<file path="src/rtl/mem_ctrl.sv">
// mem_ctrl: byte-serial memory controller.
//   Arbitrates between the load/store buffer (mc_*) and instruction fetch
//   (if_*), breaks each request into single-byte accesses on a synchronous
//   byte-wide RAM/IO bus, and returns assembled read data with a one-cycle
//   done pulse.
// Ports:
//   clk, rst (async, active high), rdy (global enable), rollback (flush)
//   mc_en/mc_wr/mc_addr/mc_len/mc_w_data -> mc_done/mc_r_data   (LSB side)
//   if_en/if_addr                         -> if_done/if_data     (fetch side)
//   mem_din (read byte, one cycle after its address), mem_dout, mem_a, mem_wr
//   io_buffer_full (IO output FIFO full)
// Optional feature macro: MEM_CTRL_IO_THROTTLE_EN
//   When defined, stores into the IO region (addr[17:16] == IO_TAG) only
//   issue a byte while io_buffer_full is low, and every IO byte is followed
//   by one idle bus cycle.
module mem_ctrl #(
  parameter int         ADDR_WIDTH = 32,
  parameter logic [1:0] IO_TAG     = 2'b11
) (
  input  logic                  clk,
  input  logic                  rst,
  input  logic                  rdy,
  input  logic                  rollback,
  input  logic                  mc_en,
  input  logic                  mc_wr,
  input  logic [ADDR_WIDTH-1:0] mc_addr,
  input  logic [2:0]            mc_len,
  input  logic [31:0]           mc_w_data,
  output logic                  mc_done,
  output logic [31:0]           mc_r_data,
  input  logic                  if_en,
  input  logic [ADDR_WIDTH-1:0] if_addr,
  output logic                  if_done,
  output logic [31:0]           if_data,
  input  logic [7:0]            mem_din,
  output logic [7:0]            mem_dout,
  output logic [ADDR_WIDTH-1:0] mem_a,
  output logic                  mem_wr,
  input  logic                  io_buffer_full
);

  typedef enum logic [1:0] {IDLE, IF_READ, LSB_READ, LSB_WRITE} state_e;

  state_e                state_q, state_d;
  logic [ADDR_WIDTH-1:0] addr_q, addr_d;
  logic [ADDR_WIDTH-1:0] mem_a_q, mem_a_d;
  logic [2:0]            len_q, len_d;
  logic [2:0]            cnt_q, cnt_d;
  logic [31:0]           wdata_q, wdata_d;
  logic [31:0]           rbuf_q, rbuf_d;
  logic [31:0]           mc_r_data_q, mc_r_data_d;
  logic [31:0]           if_data_q, if_data_d;
  logic [7:0]            mem_dout_q, mem_dout_d;
  logic                  mc_done_q, mc_done_d;
  logic                  if_done_q, if_done_d;
  logic                  mem_wr_q, mem_wr_d;

  // Reads: cnt_q counts edges since acceptance, so nxt is the index of the
  // current edge. Writes: cnt_q is the index of the next byte to issue.
  logic [2:0]            nxt;
  logic [1:0]            rd_idx;
  logic [7:0]            wr_byte;
  logic [ADDR_WIDTH-1:0] nxt_addr, cur_addr;

  assign nxt      = cnt_q + 3'd1;
  assign rd_idx   = 2'(cnt_q - 3'd1);   // byte arriving on this edge
  assign wr_byte  = 8'(wdata_q >> {cnt_q[1:0], 3'b000});
  assign nxt_addr = addr_q + ADDR_WIDTH'(nxt);
  assign cur_addr = addr_q + ADDR_WIDTH'(cnt_q);

  // Only 1 and 2 are short accesses; everything else is a full word.
  function automatic logic [2:0] norm_len(input logic [2:0] l);
    case (l)
      3'd1:    return 3'd1;
      3'd2:    return 3'd2;
      default: return 3'd4;
    endcase
  endfunction

`ifdef MEM_CTRL_IO_THROTTLE_EN
  logic acc_io, cur_io;
  assign acc_io = (mc_addr[17:16] == IO_TAG);
  assign cur_io = (addr_q[17:16] == IO_TAG);
`else
  logic unused_io;
  assign unused_io = io_buffer_full ^ (^IO_TAG);
`endif

  always_comb begin
    state_d     = state_q;
    addr_d      = addr_q;
    len_d       = len_q;
    cnt_d       = cnt_q;
    wdata_d     = wdata_q;
    rbuf_d      = rbuf_q;
    mc_r_data_d = mc_r_data_q;
    if_data_d   = if_data_q;
    mem_a_d     = mem_a_q;
    mem_dout_d  = mem_dout_q;
    mem_wr_d    = mem_wr_q;
    mc_done_d   = 1'b0;
    if_done_d   = 1'b0;
    case (state_q)
      IDLE: begin
        // A committed store is accepted even during rollback.
        if (mc_en && mc_wr) begin
          state_d    = LSB_WRITE;
          addr_d     = mc_addr;
          len_d      = norm_len(mc_len);
          wdata_d    = mc_w_data;
          mem_a_d    = mc_addr;
          mem_dout_d = mc_w_data[7:0];
          mem_wr_d   = 1'b1;
          cnt_d      = 3'd1;
`ifdef MEM_CTRL_IO_THROTTLE_EN
          if (acc_io && io_buffer_full) begin
            mem_wr_d = 1'b0;
            cnt_d    = 3'd0;
          end
`endif
        end else if (mc_en && !rollback) begin
          state_d = LSB_READ;
          addr_d  = mc_addr;
          len_d   = norm_len(mc_len);
          mem_a_d = mc_addr;
          cnt_d   = 3'd0;
          rbuf_d  = '0;
        end else if (if_en && !rollback) begin
          state_d = IF_READ;
          addr_d  = if_addr;
          len_d   = 3'd4;
          mem_a_d = if_addr;
          cnt_d   = 3'd0;
          rbuf_d  = '0;
        end
      end
      IF_READ, LSB_READ: begin
        if (rollback) begin
          state_d = IDLE;
          cnt_d   = 3'd0;
        end else begin
          cnt_d = nxt;
          // Addresses run one edge ahead of captured data; mem_a parks on
          // the last byte address.
          if (nxt < len_q) mem_a_d = nxt_addr;
          if (nxt >= 3'd2) rbuf_d[{rd_idx, 3'b000} +: 8] = mem_din;
          if (nxt == len_q + 3'd1) begin
            state_d = IDLE;
            cnt_d   = 3'd0;
            if (state_q == IF_READ) begin
              if_data_d = rbuf_d;
              if_done_d = 1'b1;
            end else begin
              mc_r_data_d = rbuf_d;
              mc_done_d   = 1'b1;
            end
          end
        end
      end
      LSB_WRITE: begin
`ifdef MEM_CTRL_IO_THROTTLE_EN
        // IO stores: issue only when the FIFO has room, and always leave
        // one dead cycle after each byte.
        if (cur_io) begin
          if (mem_wr_q) begin
            mem_wr_d = 1'b0;
            if (cnt_q == len_q) begin
              state_d   = IDLE;
              cnt_d     = 3'd0;
              mc_done_d = 1'b1;
            end
          end else if (!io_buffer_full) begin
            mem_a_d    = cur_addr;
            mem_dout_d = wr_byte;
            mem_wr_d   = 1'b1;
            cnt_d      = nxt;
          end
        end else
`endif
        if (cnt_q < len_q) begin
          mem_a_d    = cur_addr;
          mem_dout_d = wr_byte;
          cnt_d      = nxt;
        end else begin
          mem_wr_d  = 1'b0;
          mc_done_d = 1'b1;
          state_d   = IDLE;
          cnt_d     = 3'd0;
        end
      end
      default: state_d = IDLE;
    endcase
  end

  always_ff @(posedge clk or posedge rst) begin
    if (rst) begin
      state_q     <= IDLE;
      addr_q      <= '0;
      len_q       <= '0;
      cnt_q       <= '0;
      wdata_q     <= '0;
      rbuf_q      <= '0;
      mc_r_data_q <= '0;
      if_data_q   <= '0;
      mem_a_q     <= '0;
      mem_dout_q  <= '0;
      mem_wr_q    <= 1'b0;
      mc_done_q   <= 1'b0;
      if_done_q   <= 1'b0;
    end else if (rdy) begin
      state_q     <= state_d;
      addr_q      <= addr_d;
      len_q       <= len_d;
      cnt_q       <= cnt_d;
      wdata_q     <= wdata_d;
      rbuf_q      <= rbuf_d;
      mc_r_data_q <= mc_r_data_d;
      if_data_q   <= if_data_d;
      mem_a_q     <= mem_a_d;
      mem_dout_q  <= mem_dout_d;
      mem_wr_q    <= mem_wr_d;
      mc_done_q   <= mc_done_d;
      if_done_q   <= if_done_d;
    end
  end

  assign mc_done   = mc_done_q;
  assign mc_r_data = mc_r_data_q;
  assign if_done   = if_done_q;
  assign if_data   = if_data_q;
  assign mem_a     = mem_a_q;
  assign mem_dout  = mem_dout_q;
  // A stalled cycle must never produce a write strobe.
  assign mem_wr    = mem_wr_q & rdy;

endmodule

</file>
<file path="config.mk">
export PLATFORM = sky130hd
export DESIGN_NAME = mem_ctrl
export DESIGN_NICKNAME = d
export VERILOG_FILES = /design/src/rtl/mem_ctrl.sv
export SDC_FILE = /design/constraint.sdc
export NUM_CORES = 1
export LEC_CHECK = 0
export ABC_AREA = 1
export CAP_MARGIN = 25
export CORE_MARGIN = 2
export CORE_UTILIZATION = 45
export CTS_BUF_LIST = sky130_fd_sc_hd__clkbuf_4 sky130_fd_sc_hd__clkbuf_8
export DETAILED_ROUTE_END_ITERATION = 8
export GPL_ROUTABILITY_DRIVEN = 0
export PLACE_DENSITY = 0.74
export SLEW_MARGIN = 30
export SYNTH_ARGS = -nofsm -noshare
export SYNTH_HDL_FRONTEND = slang
export SYNTH_SLANG_ARGS = --single-unit
</file>
<file path="constraint.sdc">
create_clock -name clk -period 16.7 [get_ports clk]
set_input_delay 3.34 -clock clk [delete_from_list [all_inputs] [get_ports clk]]
set_output_delay 3.34 -clock clk [all_outputs]
set_load 0.02 [all_outputs]
</file>
==> run metrics <==
hold buffers post-CTS 0; vias in the first global route 10250; Hold/Removal Path Class register to register; Reg2Reg Setup Slack 12.52 ns; Reg power frac 34.4%; Slew Viols, Final 0; Synth async-reset ratio 100.0%; top cell type by total area after synthesis dfrtp_1; num ports 222; relative slew slack 37.02%; full die area 0.02596 sq mm; Max VDD drop 0.08138 mV; Setup WS pre-CTS 8.364 ns; setup_tns 0 ns; r2r startpoint cnt_q[1]$_DFFE_PP0P_; critical path arrival 5.00 ns; Final Instance Count excl. Fillers 2089; Setup crit end kind primary output; setup violators final 0; simple-gate portion of the synthesized area 32.45%; Psw 1070 uW; vias post-DR 10580; Combinational Power Share 45.4%; complex-gate fraction of the synthesized area 9.990%; Hold Crit Endpoint if_data[2]$_DFFE_PP0P_; vias per cell 5.066; largest net degree at the start of global routing 76; maximum fanout along the worst path 39; number of routed nets with antenna violations 0; Sink Count 211; Die X 161.1 microns; maximum clock insertion buffer count 3; Post-synth EDFFs 0; GRT overflow 0; Final Cycle Share 49.92%; main combinational cell family by area after synthesis simple AND/OR/NAND/NOR gates; Least-Margin Pin Slew 0.9447 ns; post-synth top area share 47.53%; Placed Instances 2020; gr usage total 23.81%; hold depth 2; # resized after CTS 0; clock group share of total power 20.2%; Hold WS 0.4775 ns; final worst slack 8.363 ns; hold violation count in the final report 0; CTS Buf Count 37; RSZ-0062 raised after global routing false; Vert. Die Dim 161.1 microns; internal power 1446 uW; status finished, final reports clean; synth cell count leaders nand2_1, dfrtp_1, nor2_1; R2R Path End mem_a[14]$_DFFE_PP0P_; min cycle time layout 8.337 ns; Peak Freq 0.1200 GHz; Clock Skew 0.02397 ns; Mapped Area 0.01111 sq mm; LEAKAGE 0.006792 uW; H-tree levels 2; TritonCTS clock tree done; drt total wl 30620 microns; Synth cell types 38; Initial Utilization 45.82%; post-synthesis xor/xnor area fraction 0.1577%; Layout fillers 2266; mux contribution to synthesized area 0%; MaxCap Viol Count 0; Iter 0 DRT Violations 858; yosys warns 0; CTS clk-pin slew, worst paths 0.06 ns; Post-Syn Instances 1538; count leader, synth nand2_1; R2R depth 15; Root Buffer clkbuf_8; Worst Min Path Start if_data[2]$_DFFE_PP0P_; pwr dens 175.4 mW/mm^2; Site Rows 57; switching share of power 42.53%; synthesized net count 1674; I/O Buffers 220; layout cells sized above 1 6.293%; crit path launch type input pin; core area 0.02425 sq mm; Yosys reg bits 211; Synth Flop Type dfrtp_1; Req. time, crit path 13.36 ns; initial antenna violation count 3; drt pass-1 iters 6; hpwl dp 21040 microns; Nets 1873; Synth Area in Adders 2.433%; setup bufs post-CTS 0; sequential area share after synthesis 47.53%; first-pass GRT wire length 50540 microns; DRC errors left 0; Worst-Skew Late Latency 0.54 ns; class of the most critical setup path input pin to primary output; WL/cell 14.66 microns; Synth area leaders dfrtp_1, nand2_1, nand3_1, o21ai_0, nor2_1; syn avg cell area 7.223 sq um; Layout area overhead 29.07%
power by group through the flow:
stage                     Sequential (uW)  Combinational (uW)  Clock (uW)
after global placement                875                1090           0
after global routing                  893                1270         545
final                                 867                1140         508
after CTS                             875                1120         519
after floorplan                       946                 644           0
after detailed placement              880                1120           0
metrics by stage:
step / instance area, sq um / power (uW) / util (%)
6_report: 14340 / 2516 / 59.13
5_1_grt: 14340 / 2712 / 59.12
4_1_cts: 14270 / 2517 / 58.87
3_5_place_dp: 13470 / 1998 / 55.56
3_3_place_gp: 13440 / 1964 / 55.41
2_1_floorplan: 11110 / 1589 / -
layout by cell type (no fill, tap or decap), types with 3 or more instances in the layout:
cell type,instances
a21oi_1,30
a31oi_1,11
buf_16,3
buf_4,5
clkbuf_4,10
clkbuf_8,50
clkdlybuf4s50_1,220
clkinv_2,3
dfrtp_1,210
ha_1,19
inv_1,113
inv_2,14
nand2_1,646
nand2_2,4
nand3_1,90
nand3_2,3
nand3b_1,8
nand4_1,5
nor2_1,115
nor2_2,5
nor3_1,9
o211ai_1,5
o21ai_0,87
o21ai_1,66
o22ai_1,9
cell type report:
class,count,area (sq um),area share [%]
diodes,1,2.502,0.01745
clock buffers,60,763.2,5.323
clock inverters,6,40.04,0.2792
inverters,130,495.5,3.455
multi-input cells,1128,5017,34.99
flip-flops and latches,211,5281,36.83
well taps,324,405.4,2.827
repair buffers,229,2333,16.27
metal layers:
metal  track usage (%)  part of all wire [%]  routed length (microns)
met1             31.79                    44                    13460
met2             38.39                    46                    14100
met3             4.828                   6.8                     2067
met4             9.294                   3.2                      978
met5                 0                 0.042                       13
cells by family after synthesis:
| group | Yosys count |
|---|---|
| AOI/OAI and AO/OA | 212 |
| DFF | 211 |
| xor gates and xnor gates | 2 |
| buffers and inverters | 199 |
| and+or+nand+nor | 893 |
| adders and majority gates | 21 |
flip-flops by register name, summed over array words and instances, names as in the netlist, 2 cells and up:
| signal | count |
|---|---|
| len_q | 3 |
| mem_a | 32 |
| wdata_q | 32 |
| state_q | 2 |
| if_data | 32 |
| rbuf_q | 32 |
| mem_dout | 8 |
| mc_r_data | 32 |
| addr_q | 32 |
| cnt_q | 3 |
critical path, stage by stage:
cell             delay (ns)
clkdlybuf4s50_1        0.45
buf_4                  0.42
nand2_1                0.09
inv_1                  0.08
clkdlybuf4s50_1        0.60
worst max path at each step:
| stage | start | end | slack [ns] | cells past startpoint |
|---|---|---|---|---|
| after global placement | rdy | mem_wr | 8.36 | 5 |
| after detailed placement | rdy | mem_wr | 8.36 | 5 |
| after global routing | rdy | mem_wr | 8.27 | 5 |
| after CTS | rdy | mem_wr | 8.36 | 5 |
| final | rdy | mem_wr | 8.36 | 5 |
| after floorplan | rst | addr_q[0]$_DFFE_PP0P_ | 7.59 | 1 |
Note: power is estimated with default switching activity, not from simulation.
